[config.mk]
export PLATFORM = sky130hd
export DESIGN_NAME = ahb_slave_interface
export DESIGN_NICKNAME = d
export VERILOG_FILES = /design/src/rtl/ahb_apb_pkg.sv /design/src/rtl/ahb_addr_decode.sv /design/src/rtl/ahb_slave_interface.sv
export SDC_FILE = /design/constraint.sdc
export NUM_CORES = 1
export LEC_CHECK = 0
export ABC_AREA = 1
export CAP_MARGIN = 20
export CORE_MARGIN = 2
export CORE_UTILIZATION = 60
export DETAILED_ROUTE_END_ITERATION = 7
export DONT_BUFFER_PORTS = 1
export PLACE_DENSITY = 0.76
export SETUP_SLACK_MARGIN = 0.15
export SLEW_MARGIN = 10
export SYNTH_ARGS = -nofsm -noshare
export SYNTH_HDL_FRONTEND = slang
export SYNTH_SLANG_ARGS = --single-unit
[constraint.sdc]
create_clock -name Hclk -period 2.5 [get_ports Hclk]
set_clock_uncertainty 0.15 [all_clocks]
set_input_delay 0.25 -clock Hclk [delete_from_list [all_inputs] [get_ports Hclk]]
set_output_delay 0.25 -clock Hclk [all_outputs]
set_load 0.02 [all_outputs]
[src/rtl/ahb_apb_pkg.sv]
// rtl/ahb_apb_pkg.sv - shared codes, state encoding and address map for the AHB-APB bridge
package ahb_apb_pkg;

    localparam logic [1:0] HTRANS_IDLE   = 2'b00;
    localparam logic [1:0] HTRANS_BUSY   = 2'b01;
    localparam logic [1:0] HTRANS_NONSEQ = 2'b10;
    localparam logic [1:0] HTRANS_SEQ    = 2'b11;

    localparam logic [2:0] HRESP_OKAY  = 3'b000;
    localparam logic [2:0] HRESP_ERROR = 3'b001;

    localparam logic [2:0] SEL_NONE = 3'b000;
    localparam logic [2:0] SEL_P0   = 3'b001;
    localparam logic [2:0] SEL_P1   = 3'b010;
    localparam logic [2:0] SEL_P2   = 3'b100;

    localparam logic [31:0] P0_BASE  = 32'h8000_0000;
    localparam logic [31:0] P0_LIMIT = 32'h83FF_FFFF;
    localparam logic [31:0] P1_BASE  = 32'h8400_0000;
    localparam logic [31:0] P1_LIMIT = 32'h87FF_FFFF;
    localparam logic [31:0] P2_BASE  = 32'h8800_0000;
    localparam logic [31:0] P2_LIMIT = 32'h8BFF_FFFF;

    typedef enum logic [2:0] {
        ST_IDLE,
        ST_DPHASE,
        ST_REQ,
        ST_RESP,
        ST_DONE,
        ST_ERR1,
        ST_ERR2
    } state_t;

endpackage

[src/rtl/ahb_addr_decode.sv]
// rtl/ahb_addr_decode.sv - combinational AHB address to one-hot peripheral select
module ahb_addr_decode
    import ahb_apb_pkg::*;
#(
    parameter int ADDR_W = 32
) (
    input  logic [ADDR_W-1:0] addr,
    output logic              in_range,
    output logic [2:0]        sel
);

    always_comb begin
        sel = SEL_NONE;
        if (addr >= ADDR_W'(P0_BASE) && addr <= ADDR_W'(P0_LIMIT)) begin
            sel = SEL_P0;
        end else if (addr >= ADDR_W'(P1_BASE) && addr <= ADDR_W'(P1_LIMIT)) begin
            sel = SEL_P1;
        end else if (addr >= ADDR_W'(P2_BASE) && addr <= ADDR_W'(P2_LIMIT)) begin
            sel = SEL_P2;
        end
    end

    assign in_range = (sel != SEL_NONE);

endmodule

[src/rtl/ahb_slave_interface.sv]
// rtl/ahb_slave_interface.sv - AHB slave front-end issuing one APB request per transfer
module ahb_slave_interface
    import ahb_apb_pkg::*;
#(
    parameter int ADDR_W = 32,
    parameter int DATA_W = 32
) (
    input  logic              Hclk,
    input  logic              Hresetn,
    input  logic              Hwrite,
    input  logic              Hreadyin,
    input  logic [1:0]        Htrans,
    input  logic [ADDR_W-1:0] Haddr,
    input  logic [DATA_W-1:0] Hwdata,
    output logic              Hreadyout,
    output logic [2:0]        Hresp,
    output logic [DATA_W-1:0] Hrdata,
    output logic              req_valid,
    input  logic              req_ready,
    output logic              req_write,
    output logic [ADDR_W-1:0] req_addr,
    output logic [DATA_W-1:0] req_wdata,
    output logic [2:0]        req_sel,
    input  logic              rsp_valid,
    input  logic [DATA_W-1:0] rsp_rdata
);

    state_t      state;
    logic        xfer_valid;
    logic        dec_in_range;
    logic [2:0]  dec_sel;

    ahb_addr_decode #(.ADDR_W(ADDR_W)) u_decode (
        .addr     (Haddr),
        .in_range (dec_in_range),
        .sel      (dec_sel)
    );

    assign xfer_valid = Hreadyin && (Htrans == HTRANS_NONSEQ || Htrans == HTRANS_SEQ);

    // Outputs are updated alongside the state so they behave as Moore outputs of the next state.
    always_ff @(posedge Hclk) begin
        if (!Hresetn) begin
            state     <= ST_IDLE;
            Hreadyout <= 1'b1;
            Hresp     <= HRESP_OKAY;
            Hrdata    <= '0;
            req_valid <= 1'b0;
            req_write <= 1'b0;
            req_addr  <= '0;
            req_wdata <= '0;
            req_sel   <= '0;
        end else begin
            case (state)
                ST_IDLE, ST_DONE, ST_ERR2: begin
                    if (xfer_valid && dec_in_range) begin
                        state     <= ST_DPHASE;
                        Hreadyout <= 1'b0;
                        Hresp     <= HRESP_OKAY;
                        req_addr  <= Haddr;
                        req_write <= Hwrite;
                        req_sel   <= dec_sel;
                    end else if (xfer_valid) begin
                        state     <= ST_ERR1;
                        Hreadyout <= 1'b0;
                        Hresp     <= HRESP_ERROR;
                    end else begin
                        state     <= ST_IDLE;
                        Hreadyout <= 1'b1;
                        Hresp     <= HRESP_OKAY;
                    end
                end
                ST_DPHASE: begin
                    if (req_write) begin
                        req_wdata <= Hwdata;
                    end
                    state     <= ST_REQ;
                    req_valid <= 1'b1;
                end
                ST_REQ: begin
                    if (req_ready) begin
                        state     <= ST_RESP;
                        req_valid <= 1'b0;
                    end
                end
                ST_RESP: begin
                    if (rsp_valid) begin
                        // Writes leave Hrdata at the last read value.
                        if (!req_write) begin
                            Hrdata <= rsp_rdata;
                        end
                        state     <= ST_DONE;
                        Hreadyout <= 1'b1;
                        Hresp     <= HRESP_OKAY;
                    end
                end
                ST_ERR1: begin
                    state     <= ST_ERR2;
                    Hreadyout <= 1'b1;
                    Hresp     <= HRESP_ERROR;
                end
                default: begin
                    state     <= ST_IDLE;
                    Hreadyout <= 1'b1;
                    Hresp     <= HRESP_OKAY;
                    req_valid <= 1'b0;
                end
            endcase
        end
    end

endmodule

==> flow_metrics.env <==
export IMPL_ant_nets=0
export IMPL_grt_setup_unrepaired="false"
export IMPL_setup_tns_ns=0
export IMPL_synthSimpleGateAreaFrac_pct=28.5
export IMPL_synth_top_family_by_area="simple AND/OR/NAND/NOR gates"
export IMPL_cts_buffers=9
export IMPL_cts_sinks=106
export IMPL_cts_root_buf="clkbuf_8"
export IMPL_setup_violations=0
export IMPL_cts_resized_gates=0
export IMPL_clk_insertion_delay_late_ns=0.36
export IMPL_path_cells="nor2_4 > nor2_4 > nand3_4 > nor2_8 > buf_4 > nand2_1 > nand2_1 > dlygate4sd3_1 > nor2_1"
export IMPL_crit_required_ns=2.62
export IMPL_place_area_mm2=0.00399
export IMPL_wl_per_cell_um=16.6
export IMPL_synthAdderAreaFrac_pct=0
export IMPL_via_per_inst=5.33
export IMPL_holdPathStages=4
export IMPL_crit_family="buffers and inverters"
export IMPL_hold_viol_final=0
export IMPL_finalMaxSlewViolations=0
export IMPL_worst_path_buf_inv=2
export IMPL_place_congestion=0.803
export IMPL_vias=3799
export IMPL_post_cts_buffers=0
export IMPL_synth_area_per_cell_um2=7.38
export IMPL_die_y_um=86.1
export IMPL_yosysWarnings=0
export IMPL_clockBufferDepth=2
export IMPL_slowest_stage="dlygate4sd3_1"
export IMPL_drt_first_pass_iters=5
export IMPL_cellLeakagePower_uw=0.00212
export IMPL_drc=0
export IMPL_syn_cell_area_mm2=0.00405
export IMPL_ys_seq_elements=106
export IMPL_r2r_cells=9
export IMPL_min_path_type="in2reg"
export IMPL_path_max_fanout=17
export IMPL_syn2layout_area_growth_pct=27.0
export IMPL_grt_usage_pct=30.8
export IMPL_grt_ovfl_total=0
export IMPL_drt_wl_total_um=11800
export IMPL_drive_gt1_share_pct=5.66
export IMPL_grt_max_degree=95
export IMPL_critical_path_endpoint_type="flop"
export IMPL_synth_xor_area_share_pct=0
export IMPL_cap_viol_max_count=0
export IMPL_cp_num_cells=9
export IMPL_first_global_vias=3829
export IMPL_die_w_um=86.1
export IMPL_cts_clk_slew_worst_paths_ns=0.10
export IMPL_crit_type="reg2reg"
export IMPL_drt_iter0_markers=186
export IMPL_max_slew_margin_pct=62.1
export IMPL_h_tree_depth=3
export IMPL_synth_compound_area_share_pct=10.0
export IMPL_start_util_pct=63.0
export IMPL_fin_util_pct=80.1
export IMPL_post_route_min_period_ns=2.15
export IMPL_diodes=0
export IMPL_boundaryPins=209
export IMPL_dp_hpwl_um=6190
export IMPL_dieArea_mm2=0.00742
export IMPL_syn_inst=549
export IMPL_final_design_area_no_fill_mm2=0.00514
export IMPL_worst_pin_slew_ns=0.568
export IMPL_power_density_mw_per_mm2=584
export IMPL_worstSetupStartpointType="flop"
export IMPL_grt_pass1_wl_um=17900
export IMPL_seq_area_frac_synth_pct=52.4
export IMPL_num_rows=29
export IMPL_vdd_ir_drop_max_uv=353
export IMPL_antenna_found_initial=0
export IMPL_ys_types=29
export IMPL_synthMuxAreaShare_pct=0
export IMPL_io_buffers=0
export IMPL_fmax_mhz=464
export IMPL_arrival_ns=2.27
export IMPL_max_stage_delay_ns=0.55
export IMPL_fin_nets=735
export IMPL_core_area_mm2=0.00642
export IMPL_tritoncts="yes"
export IMPL_fin_crit_sh_pct=86.2
export IMPL_status="completed"
==> metal layers <==
metal	routed length (um)	track usage (%)
met5	0	0
met4	428	16.3
met3	1170	11.3
met2	6160	56.3
met1	4070	30.1
==> through the flow <==
step / worst slack, ns / hold WS [ns] / power, uW / std cells
2_1_floorplan: 1.14 / 0.249 / 1930 / 550
3_3_place_gp: 0.758 / 0.232 / 1930 / 601
3_5_place_dp: 0.697 / 0.237 / 1940 / 601
4_1_cts: 0.205 / 0.00903 / 2990 / 712
5_1_grt: 0.232 / 0.0435 / 3110 / 713
6_report: 0.345 / 0.0193 / 3000 / 713
==> logic make-up after synthesis <==
family	count (synthesis)
AO/OA/AOI/OAI	77
buffers and inverters	76
flip-flops	106
other	1
AND/OR/NAND/NOR	289
==> synth_stat cells <==
cell         n  area (um^2)
o21bai_1     2         15.0
o2111ai_2    1         15.0
clkbuf_2     1         5.00
nand3_4      1         17.5
nand2_1     75          282
or2_1        1         6.26
o21ai_1     15         75.1
nand3_2      1         10.0
buf_4        8         60.1
nor2_8       1         20.0
inv_2        5         18.8
nor3_1       1         5.00
a21oi_1      5         25.0
o21ai_0     50          250
buf_6        6         67.6
a31oi_1      3         18.8
buf_2        1         5.00
clkbuf_1    12         45.0
o31ai_1      1         7.51
nand3b_1     1         7.51
buf_1        3         11.3
nor2_2       2         12.5
conb_1       1         3.75
dfxtp_1    106         2120
nor2_1     202          758
inv_1       40          150
nand2_2      1         6.26
nand4_1      1         6.26
nor2_4       2         22.5
==> power by group <==
group,internal [uW],total (uW),switching [uW]
Sequential,1710,1760,45.9
Clock,363,944,581
Combinational,156,298,142
==> worst paths after layout <==
| kind | from | slack (ns) | to |
|---|---|---|---|
| max | state[2] | 0.35 | req_addr[25] |
| min | Haddr[26] | 0.02 | req_addr[26] |
| max reg2reg | state[2] | 0.35 | req_addr[25] |
| min reg2reg | req_write | 0.39 | req_write |
==> layout make-up <==
class | instances | area [um^2]
well taps | 77 | 96.3
clock buffers | 10 | 128
clock inverters | 6 | 41.3
multi-input cells | 369 | 1580
flip-flops and latches | 106 | 2120
repair buffers | 100 | 1010
inverters | 45 | 169
fillers | 397 | 1280
==> layout by cell type, fill, tap and decap left out <==
master	n
nor2_1	202
inv_6	1
buf_4	5
nand2_1	75
o21ai_0	50
nor2_8	1
buf_16	1
o2111ai_2	1
dfxtp_1	106
o21ai_1	15
clkbuf_1	1
nand2_2	1
nand3_2	1
clkinvlp_4	3
nor3_1	1
nor2_2	2
clkinv_2	2
o21bai_1	2
o31ai_1	1
clkbuf_8	9
nor2_4	3
inv_2	5
a31oi_1	3
dlygate4sd3_1	94
nand3b_1	1
conb_1	2
nand4_1	1
nand3_4	1
a21oi_1	5
or2_1	1
inv_1	40
==> worst register-to-register path, cell delays in order (launching register included) <==
cell and delay [ns]:
dfxtp_1 0.40, nor2_4 0.07, nor2_4 0.11, nand3_4 0.14
nor2_8 0.25, buf_4 0.25, nand2_1 0.07, nand2_1 0.05
dlygate4sd3_1 0.55, nor2_1 0.04
==> timing repair <==
action | in CTS | in global routing
hold buffers | 95 | 0
endpoints found under the setup margin | 0 | 1
hold endpoints to repair | 96 | 0
==> sequential cells by signal, summed over array words and instances, names as in the netlist <==
signal     flops
Hreadyout      1
Hrdata        32
req_write      1
state          3
req_sel        3
req_addr      32
req_wdata     32
req_valid      1
Hresp          1
Note: power is estimated with default switching activity, not from simulation.
